**config.mk**
```make
export PLATFORM = sky130hd
export DESIGN_NAME = cla_addsub_pipe
export DESIGN_NICKNAME = d
export VERILOG_FILES = /design/src/rtl/cla_pkg.sv /design/src/rtl/cla_lcu4.sv /design/src/rtl/cla_addsub_pipe.sv
export SDC_FILE = /design/constraint.sdc
export NUM_CORES = 1
export LEC_CHECK = 0
export CAP_MARGIN = 0
export CORE_MARGIN = 2
export CORE_UTILIZATION = 54
export DETAILED_ROUTE_END_ITERATION = 10
export PLACE_DENSITY = 0.83
export SYNTH_ARGS = -nofsm -noshare
export SYNTH_HDL_FRONTEND = slang
export SYNTH_SLANG_ARGS = --single-unit
```
**constraint.sdc**
```tcl
create_clock -name clk -period 7.56 [get_ports clk]
set_input_delay 1.512 -clock clk [delete_from_list [all_inputs] [get_ports clk]]
set_output_delay 1.512 -clock clk [all_outputs]
set_load 0.01 [all_outputs]
```
**src/rtl/cla_pkg.sv**
```systemverilog
// cla_pkg: shared lookahead width, per-group propagate/generate pair and group P/G helper
package cla_pkg;

    localparam int LCU_W = 4;

    typedef struct packed {
        logic [LCU_W-1:0] p;
        logic [LCU_W-1:0] g;
    } pg4_t;

    // Returns {group_propagate, group_generate} for one 4-bit slice.
    function automatic logic [1:0] group_pg(input pg4_t x);
        return {&x.p,
                x.g[3] | (x.p[3] & x.g[2]) | (x.p[3] & x.p[2] & x.g[1]) |
                (x.p[3] & x.p[2] & x.p[1] & x.g[0])};
    endfunction

endpackage

```
**src/rtl/cla_lcu4.sv**
```systemverilog
// cla_lcu4: 4-bit lookahead carry unit producing per-bit carries and group P/G
module cla_lcu4
    import cla_pkg::*;
(
    input  pg4_t             pg,
    input  logic             c_in,
    output logic [LCU_W-1:0] c,
    output logic             gp,
    output logic             gg
);

    // Flat two-level carries into each bit; the carry out of the group is formed
    // by the caller from gp/gg so groups chain at the group level.
    always_comb begin
        c[0] = c_in;
        c[1] = pg.g[0] | (pg.p[0] & c_in);
        c[2] = pg.g[1] | (pg.p[1] & pg.g[0]) | (pg.p[1] & pg.p[0] & c_in);
        c[3] = pg.g[2] | (pg.p[2] & pg.g[1]) | (pg.p[2] & pg.p[1] & pg.g[0]) |
               (pg.p[2] & pg.p[1] & pg.p[0] & c_in);
        {gp, gg} = group_pg(pg);
    end

endmodule

```
**src/rtl/cla_addsub_pipe.sv**
```systemverilog
// cla_addsub_pipe: two-stage pipelined lookahead adder/subtractor with valid/ready on both sides
module cla_addsub_pipe
    import cla_pkg::*;
#(
    parameter int WIDTH = 16
) (
    input  logic             clk,
    input  logic             rst,
    input  logic             in_valid,
    output logic             in_ready,
    input  logic [WIDTH-1:0] a,
    input  logic [WIDTH-1:0] b,
    input  logic             sub,
    output logic             out_valid,
    input  logic             out_ready,
    output logic [WIDTH-1:0] result,
    output logic             c_out,
    output logic             ovf,
    output logic             zero
);

    localparam int HALF = WIDTH / 2;
    localparam int NG   = HALF / LCU_W;

    logic             s1_valid_q, s1_valid_d;
    logic [HALF-1:0]  s1_sum_lo_q, s1_sum_lo_d;
    logic             s1_carry_q, s1_carry_d;
    logic [HALF-1:0]  s1_a_hi_q, s1_a_hi_d;
    logic [HALF-1:0]  s1_b_hi_q, s1_b_hi_d;
    logic             s1_a_msb_q, s1_a_msb_d;
    logic             s1_b_msb_q, s1_b_msb_d;
    logic             out_valid_q, out_valid_d;
    logic [WIDTH-1:0] result_q, result_d;
    logic             c_out_q, c_out_d;
    logic             ovf_q, ovf_d;
    logic             zero_q, zero_d;

    logic             out_adv, s1_adv, ld1, ld2;
    logic [WIDTH-1:0] b_eff;
    logic [HALF-1:0]  p_lo, g_lo, c_lo, p_hi, g_hi, c_hi, sum_hi;
    logic [NG:0]      gc_lo, gc_hi;
    logic [NG-1:0]    gp_lo, gg_lo, gp_hi, gg_hi;

    assign b_eff    = sub ? ~b : b;
    assign p_lo     = a[HALF-1:0] ^ b_eff[HALF-1:0];
    assign g_lo     = a[HALF-1:0] & b_eff[HALF-1:0];
    assign gc_lo[0] = sub;
    assign p_hi     = s1_a_hi_q ^ s1_b_hi_q;
    assign g_hi     = s1_a_hi_q & s1_b_hi_q;
    assign gc_hi[0] = s1_carry_q;
    assign sum_hi   = p_hi ^ c_hi;

    for (genvar i = 0; i < NG; i++) begin : g_lcu
        cla_lcu4 u_lo (
            .pg   ({p_lo[i*LCU_W +: LCU_W], g_lo[i*LCU_W +: LCU_W]}),
            .c_in (gc_lo[i]),
            .c    (c_lo[i*LCU_W +: LCU_W]),
            .gp   (gp_lo[i]),
            .gg   (gg_lo[i])
        );
        cla_lcu4 u_hi (
            .pg   ({p_hi[i*LCU_W +: LCU_W], g_hi[i*LCU_W +: LCU_W]}),
            .c_in (gc_hi[i]),
            .c    (c_hi[i*LCU_W +: LCU_W]),
            .gp   (gp_hi[i]),
            .gg   (gg_hi[i])
        );
        assign gc_lo[i+1] = gg_lo[i] | (gp_lo[i] & gc_lo[i]);
        assign gc_hi[i+1] = gg_hi[i] | (gp_hi[i] & gc_hi[i]);
    end

    // Handshake and next-state: each stage loads only when it advances, otherwise holds.
    always_comb begin
        out_adv     = !out_valid_q || out_ready;
        s1_adv      = !s1_valid_q || out_adv;
        in_ready    = !rst && s1_adv;
        ld1         = s1_adv && in_valid;
        ld2         = out_adv && s1_valid_q;
        s1_valid_d  = s1_adv ? in_valid : s1_valid_q;
        s1_sum_lo_d = ld1 ? p_lo ^ c_lo : s1_sum_lo_q;
        s1_carry_d  = ld1 ? gc_lo[NG] : s1_carry_q;
        s1_a_hi_d   = ld1 ? a[WIDTH-1:HALF] : s1_a_hi_q;
        s1_b_hi_d   = ld1 ? b_eff[WIDTH-1:HALF] : s1_b_hi_q;
        s1_a_msb_d  = ld1 ? a[WIDTH-1] : s1_a_msb_q;
        s1_b_msb_d  = ld1 ? b_eff[WIDTH-1] : s1_b_msb_q;
        out_valid_d = out_adv ? s1_valid_q : out_valid_q;
        result_d    = ld2 ? {sum_hi, s1_sum_lo_q} : result_q;
        c_out_d     = ld2 ? gc_hi[NG] : c_out_q;
        ovf_d       = ld2 ? (s1_a_msb_q == s1_b_msb_q) && (sum_hi[HALF-1] != s1_a_msb_q) : ovf_q;
        zero_d      = ld2 ? ~|{sum_hi, s1_sum_lo_q} : zero_q;
    end

    // Pipeline registers; reset discards every in-flight beat and clears the outputs.
    always_ff @(posedge clk) begin
        if (rst) begin
            s1_valid_q  <= 1'b0;
            s1_sum_lo_q <= '0;
            s1_carry_q  <= 1'b0;
            s1_a_hi_q   <= '0;
            s1_b_hi_q   <= '0;
            s1_a_msb_q  <= 1'b0;
            s1_b_msb_q  <= 1'b0;
            out_valid_q <= 1'b0;
            result_q    <= '0;
            c_out_q     <= 1'b0;
            ovf_q       <= 1'b0;
            zero_q      <= 1'b0;
        end else begin
            s1_valid_q  <= s1_valid_d;
            s1_sum_lo_q <= s1_sum_lo_d;
            s1_carry_q  <= s1_carry_d;
            s1_a_hi_q   <= s1_a_hi_d;
            s1_b_hi_q   <= s1_b_hi_d;
            s1_a_msb_q  <= s1_a_msb_d;
            s1_b_msb_q  <= s1_b_msb_d;
            out_valid_q <= out_valid_d;
            result_q    <= result_d;
            c_out_q     <= c_out_d;
            ovf_q       <= ovf_d;
            zero_q      <= zero_d;
        end
    end

    assign out_valid = out_valid_q;
    assign result    = result_q;
    assign c_out     = c_out_q;
    assign ovf       = ovf_q;
    assign zero      = zero_q;

endmodule

```
# Word-level counts from Yosys, hierarchy flattened
# Index checks and enable logic that the tools add are counted.
classes:
  eq_ne: 2
  muxes: 1
  bitwise: 107
  reduce_logical: 15
ops:
  columns: ["op", "n"]
  rows:
  - ["1-bit bitwise AND", 60]
  - ["1-bit OR", 40]
  - ["8-bit XOR", 4]
  - ["8-bit bitwise AND", 2]
  - ["16-bit 2-to-1 mux", 1]
  - ["16-bit NOT", 1]
  - ["4-bit AND reduction", 4]
  - ["16-bit OR reduction", 1]
  - ["1-bit logical AND", 4]
  - ["1-bit zero test", 4]
  - ["1-bit logical OR", 2]
  - ["1-bit == test", 1]
  - ["1-bit != test", 1]
word_totals:
  regBits: 48
  inputBits: 37
  out_inout_bits: 21
  wordCells: 137

# Logic depth before layout (Yosys ltp)
# Gate-level depths: netlist of run 1.
logic_depth:
  word_depth: 11
  mapped_depth: 11

# Cells and area by module
# From an unflattened synthesis of run 1, not the netlist that was laid out.
unflattened:
  cells_unflattened: 289
  area_unflattened_um2: 2563.7
modules_own_cells:
  columns: ["module", "n_inst", "cells_per_inst", "area_each_um2", "seq_area_each_um2"]
  rows:
  - ["cla_addsub_pipe", 1, 237, 2293.4, 920.9]
  - ["cla_lcu4", 4, 13, 67.6, 0.0]

# Worst setup path after synthesis of run 1
# No wires, ideal clock.
synth_timing:
  kind: "input port to output port"
  startpoint: "input rst"
  endpoint: "output in_ready"
  arrival_time_ps: 2406
  t_required_ps: 6048
  path_slack_ps: 3642
  stages: 4
  n_path_buf: 3
  path_cell_list: "clkbuf_1 clkbuf_1 clkbuf_1 nor2_1"
synth_between:
  elab_chain_len: 2
synth_rtl:
  columns: ["item", "line_no", "text"]
  rows:
  - ["from (decl)", "cla_addsub_pipe.sv:8", "input logic rst,"]
  - ["1-bit zero test", "cla_addsub_pipe.sv:76", "in_ready = !rst && s1_adv;"]
  - ["1-bit logical AND", "cla_addsub_pipe.sv:76", null]
  - ["to (decl)", "cla_addsub_pipe.sv:10", "output logic in_ready,"]
# No other way between the ends.

# Final worst setup path of run 1
# Ends and elaborated chain as after synthesis.

==> metrics.yaml, run 1 <==
clock_tree:
  postCtsSetupRepairBufs: 0
  cts_max_level: 2
  cts_inserted_buffers: 5
  root_buffer: "clkbuf_8"
  insertion_delay_ns: 0.29
  cts_sinks: 46
  ctsHoldBuffers: 0
  clkTransAtPathRegs_ns: 0.08
  postCtsResizedCells: 0
  tritoncts: "done"
  cts_max_path_buffers: 2
yosys:
  yosysWarnings: 0
  yosys_register_bits: 46
  async_flop_share_pct: 0
  synth_cell_types: 40
  avgSynthCellArea_um2: 8.51
  yosysTopAreaCell: "dfxtp_1"
  synth_top_area_share_pct: 37.3
  synth_area_leaders: "dfxtp_1 (37%), nand2_1 (8.2%), ha_1 (8.1%)"
  ys_seq_area_share_pct: 37.3
  synth_nets: 346
  synth_edf_count: 0
  synth_ff_type: "dfxtp_1"
  syn-cell-area_mm2: 0.00247
  synthCells: 290
critical_path:
  path_class: "in -> out"
  r2r_slack_ns: 5.08
  crit_path_max_fanout: 56
  worstSetupEndpointType: "output pin"
  crit_top_cell: "clkdlybuf4s50_1"
  startpoint_type: "input port"
  r2r_start: "s1_a_hi_q[0]"
  cpPeakStageDelay_ns: 0.49
  rr_worst_depth: 8
  crit_chain: "clkdlybuf4s50_1 > buf_4 > nor2_1 > clkdlybuf4s50_1"
  reg2reg_to: "zero"
  arrival_ns: 3.02
  worstPathRequired_ns: 6.05
  slowest_stage: "clkdlybuf4s50_1"
timing:
  finClkSkew_ns: 0.00834
  finalCritPeriodShare_pct: 59.9
  setup_tns_ns: 0
  slew_headroom_pct: 28.3
  rsz0062_at_grt: "false"
  tightest_slew_ns: 1.08
  hold_viol_final: 0
  slew_viol_final: 0
  timing.fmax_ghz: 0.221
  period_needed_ns: 4.53
  setup_viol: 0
placed_design:
  dp.cells: 383
  gp_congestion: 0.765
  io_buffers: 57
  hpwl_um: 3720
hold_path:
  hp-class: "reg -> reg"
  hold_end: "result[0]"
  hp-start: "result[0]"
  holdPathStages: 2
global_routing:
  grt_pass1_wl_um: 8560
  grt_use_total_pct: 20.7
  grt_pass1_vias: 1918
  grt_max_degree: 57
  gr-total-overflow: 0
  antenna_found_initial: 0
floorplanning:
  die_h_um: 71.6
  start_util_pct: 56.3
  core_mm2: 0.00438
  ioPinCount: 58
  die_w_um: 71.6
  dieArea_mm2: 0.00513
  row_count: 24
layout:
  final_cells: 390
  synthToLayoutAreaGrowth_pct: 27.5
  layout.nets: 394
  n_fill_cell: 389
  antenna_cells: 0
  drive_gt1_share_pct: 3.55
routing:
  avgViaCountPerCell: 5.48
  routed_wl_um: 5010
  wire_per_inst_um: 12.8
  first_pass_iters: 4
  vias: 2136
  drtIter0Drc: 160
  drc_errors: 0
  ant_nets: 0
flow_run:
  cap_violations: 0
status:
  outcome: "finished clean"
power:
  p_leak_nw: 1.25
  vdd_drop_max_mv: 0.103
  powerDensity_mw_per_mm2: 189
==> worst max-delay path: cells and delay by family <==
family                 cells  cell delay, ns
buffers and inverters      3            1.40
AND/OR/NAND/NOR            1            0.10
==> cell families (layout without fill, tap and decap cells) <==
family          Yosys count  in the layout  share of synthesized area (%)
compound gates           63             63                           17.0
buf+inv                  25             73                           4.31
simple gates            108            108                           20.3
flops                    46             46                           37.3
mux                       3              3                           1.27
fa+ha+maj                19             19                           10.5
xor+xnor                 26             26                           9.22
==> power by group <==
part           internal [mW]  switching, mW  total, mW
Combinational         0.0704         0.0706      0.141
Sequential             0.260         0.0123      0.272
Clock                  0.106         0.0765      0.182
==> synthesized netlist by cell type (4+ instances only) <==
| cell | number |
|---|---|
| nand3b_1 | 6 |
| clkbuf_1 | 12 |
| a211oi_1 | 13 |
| inv_1 | 8 |
| a21oi_1 | 32 |
| nor2_1 | 22 |
| xor2_1 | 13 |
| dfxtp_1 | 46 |
| nand3_1 | 4 |
| buf_2 | 4 |
| nand2_1 | 54 |
| ha_1 | 16 |
| xnor2_1 | 13 |
==> sequential cells by signal, indices dropped and copies added (netlist names) <==
register	cells
c_out	1
out_valid	1
ovf	1
result	16
s1_a_hi_q	8
s1_b_hi_q	8
s1_carry_q	1
s1_sum_lo_q	8
s1_valid_q	1
zero	1
==> layer usage <==
metal  global-route usage (%)  up-vias  routed length [um]
met5                        0        -                   0
met4                     5.03        0                   9
met3                     4.92        2                 248
met2                     33.2       57                2420
met1                     28.4      988                2330
li1                         -     1089                   -
==> cell type report <==
cell class              instances  area, um2  area share, %
multi-input cells             219       1440           45.8
flip-flops and latches         46        921           29.3
repair buffers                 58        578           18.4
clock buffers                   6       82.6           2.62
well taps                      52       65.1           2.07
clock inverters                 1       30.0          0.954
inverters                       8       30.0          0.954
==> cells in the final DEF, fill, tap and decap left out, drive strengths merged, types with 3 or more instances in the layout <==
master / instances
clkdlybuf4s50: 57
nand2: 54
dfxtp: 46
a21oi: 32
nor2: 22
ha: 16
a211oi: 14
xor2: 13
xnor2: 13
inv: 8
nand3b: 6
clkbuf: 6
nand3: 4
a211o: 3
a21o: 3
and2: 3
nand2b: 3
nor3: 3
or4: 3
fa: 3
==> metrics by stage <==
stage	hold slack [ns]	cell area (um2)	util, %	setup slack, ns	total power [mW]
after floorplan	0.441	2470	-	3.64	0.367
after global placement	0.441	3040	69.2	3.03	0.413
after detailed placement	0.446	3040	69.2	3.04	0.417
after CTS	0.457	3150	71.8	3.03	0.598
after global routing	0.473	3150	71.8	2.94	0.628
final	0.455	3150	71.8	3.03	0.595
==> how the worst max path moves through the flow <==
stage                     from  slack, ns       end  cells past startpoint
after floorplan            rst       3.64  in_ready                      4
after global placement     rst       3.03  in_ready                      4
after detailed placement   rst       3.04  in_ready                      4
after CTS                  rst       3.03  in_ready                      4
after global routing       rst       2.94  in_ready                      4
final                      rst       3.03  in_ready                      4
Power figures use the tool's default switching activity.
==> inputs of run 2 (changes only) <==
--- a/config.mk
+++ b/config.mk
@@ -7,9 +7,9 @@
 export LEC_CHECK = 0
 export CAP_MARGIN = 0
 export CORE_MARGIN = 2
-export CORE_UTILIZATION = 54
+export CORE_UTILIZATION = 50
 export DETAILED_ROUTE_END_ITERATION = 10
-export PLACE_DENSITY = 0.83
+export PLACE_DENSITY = 0.77
 export SYNTH_ARGS = -nofsm -noshare
 export SYNTH_HDL_FRONTEND = slang
 export SYNTH_SLANG_ARGS = --single-unit
==> constraint.sdc (replaced) <==
create_clock -name clk -period 4.6 [get_ports clk]
set_input_delay 0.92 -clock clk [delete_from_list [all_inputs] [get_ports clk]]
set_output_delay 0.92 -clock clk [all_outputs]
set_load 0.01 [all_outputs]
==> metrics.yaml, run 2 (same netlist as run 1, synthesis figures left out) <==
status:
  outcome: "finished clean"
routing:
  avgViaCountPerCell: 5.17  # -5.7%
  routed_wl_um: 4960  # -1.0%
  drtIter0Drc: 76  # -53%
  vias: 2103  # -1.5%
  drc_errors: 0  # unchanged
  first_pass_iters: 4  # unchanged
  ant_nets: 0  # unchanged
  wire_per_inst_um: 12.2  # -5.2%
layout:
  layout_common_cells: "clkdlybuf4s50_1 (56), nand2_1 (54), dfxtp_1 (46)"
  largest_reg_flops: 16  # unchanged
  final_cells: 407  # +4.4%
  drive_gt1_share_pct: 4.41  # +0.86 points
  synthToLayoutAreaGrowth_pct: 29.4
  regArea_um2: 921  # unchanged
  design_area_mm2: 0.00319  # +1.5%
  multi_input_area_mm2: 0.00144  # unchanged
  n_fill_cell: 436  # +12%
  final_common_cell: "clkdlybuf4s50_1"
  layout.nets: 395  # +0.25%
  antenna_cells: 0  # unchanged
floorplanning:
  start_util_pct: 51.9  # -4.4 points
  ioPinCount: 58  # unchanged
  die_w_um: 74.3  # +3.7%
  core_mm2: 0.00475  # +8.4%
  row_count: 25  # +4.2%
  dieArea_mm2: 0.00552  # +7.6%
  die_h_um: 74.3  # +3.7%
timing:
  hold_viol_final: 0  # unchanged
  slew_viol_final: 0  # unchanged
  finalCritPeriodShare_pct: 71.2
  finClkSkew_ns: 0.00964  # +0.00130 ns
  rsz0062_at_grt: "false"
  tightest_slew_ns: 0.931  # -0.145 ns
  period_needed_ns: 3.28
  slew_headroom_pct: 37.9  # +9.7 points
  timing.fmax_ghz: 0.305
  setup_tns_ns: 0  # unchanged
  setup_viol: 0  # unchanged
critical_path:
  path_class: "in -> reg"
  r2r_start: "s1_a_hi_q[0]"
  crit_path_max_fanout: 10  # -82%
  worstPathRequired_ns: 4.81  # -1.24 ns
  startpoint_type: "input port"
  r2r_slack_ns: 2.13  # -2.95 ns
  reg2reg_to: "zero"
  arrival_ns: 3.48  # +0.46 ns
  rr_worst_depth: 9  # +1
  worstSetupEndpointType: "flip-flop"
placed_design:
  io_buffers: 57  # unchanged
  gp_congestion: 0.791  # +3.4%
  hpwl_um: 3700  # -0.43%
  dp.cells: 399  # +4.2%
  place_area_mm2: 0.00306  # +0.70%
clock_tree:
  postCtsResizedCells: 0  # unchanged
  cts_max_path_buffers: 2  # unchanged
  clkTransAtPathRegs_ns: 0.08  # about the same
  cts_sinks: 46  # unchanged
  tritoncts: "done"
  root_buffer: "clkbuf_8"
  postCtsSetupRepairBufs: 0  # unchanged
  ctsHoldBuffers: 0  # unchanged
  insertion_delay_ns: 0.30  # about the same
  cts_inserted_buffers: 5  # unchanged
  cts_max_level: 2  # unchanged
global_routing:
  grt_max_degree: 57  # unchanged
  grt_pass1_vias: 1988  # +3.6%
  grt_pass1_wl_um: 8490  # -0.81%
  gr-total-overflow: 0  # unchanged
  grt_use_total_pct: 19.6  # -1.1 points
  antenna_found_initial: 0  # unchanged
hold_path:
  hp-class: "reg -> reg"
  hp-start: "result[10]"
  holdPathStages: 2  # unchanged
  hold_end: "result[10]"
power:
  vdd_drop_max_mv: 0.255  # +150%
  powerDensity_mw_per_mm2: 322  # +70%
  p_leak_nw: 1.26  # +1.3%
flow_run:
  cap_violations: 0  # unchanged
## run 2: worst max-delay path by stage
stage	startpoint	end	slack (ns)	depth (start not counted)
floorplan	sub	s1_sum_lo_q[4]	1.66	9
CTS	sub	s1_sum_lo_q[4]	1.32	8
finish	sub	s1_sum_lo_q[4]	1.32	8
detailed placement	sub	s1_sum_lo_q[4]	1.01	8
global route	sub	s1_sum_lo_q[4]	1.14	8
global placement	sub	s1_sum_lo_q[4]	1.12	8
## run 2: critical path, stage by stage
cell and delay, ns:
clkdlybuf4s50_1 0.66, xor2_1 0.27, ha_1 0.35, a21o_1 0.18, a21oi_1 0.25, and2_1 0.20, fa_1 0.43, a211oi_1 0.20
## run 2: metal layers
| layer | vias to the layer above | share of wire (%) | track usage, % |
|---|---|---|---|
| met5 | - | 0 | 0 |
| met4 | 0 | 1.2 | 6.35 |
| met3 | 6 | 3.7 | 3.93 |
| met2 | 49 | 46 | 32.7 |
| met1 | 952 | 49 | 25.7 |
| li1 | 1096 | - | - |
## run 2: metrics by stage
stage	hold WS [ns]	utilization, %	total power [mW]	worst slack, ns
floorplan	0.441	-	0.603	1.66
global placement	0.441	64.3	0.680	1.12
detailed placement	0.446	64.3	0.687	1.01
CTS	0.459	67.2	1.04	1.32
global route	0.478	67.2	1.08	1.14
finish	0.454	67.2	1.03	1.32
## run 2: where the power goes
| part | total, mW | leakage, nW | switching, mW | internal, mW |
|---|---|---|---|---|
| Combinational | 0.232 | 0.819 | 0.116 | 0.116 |
| Clock | 0.349 | 0.0683 | 0.132 | 0.217 |
| Sequential | 0.447 | 0.378 | 0.0202 | 0.427 |
## run 2: final cells by class
class / count / area share [%]
clock buffers: 5 / 2.15
inverters: 8 / 0.940
repair buffers: 59 / 18.2
clock inverters: 3 / 2.15
flip-flops and latches: 46 / 28.8
well taps: 67 / 2.62
multi-input cells: 219 / 45.1
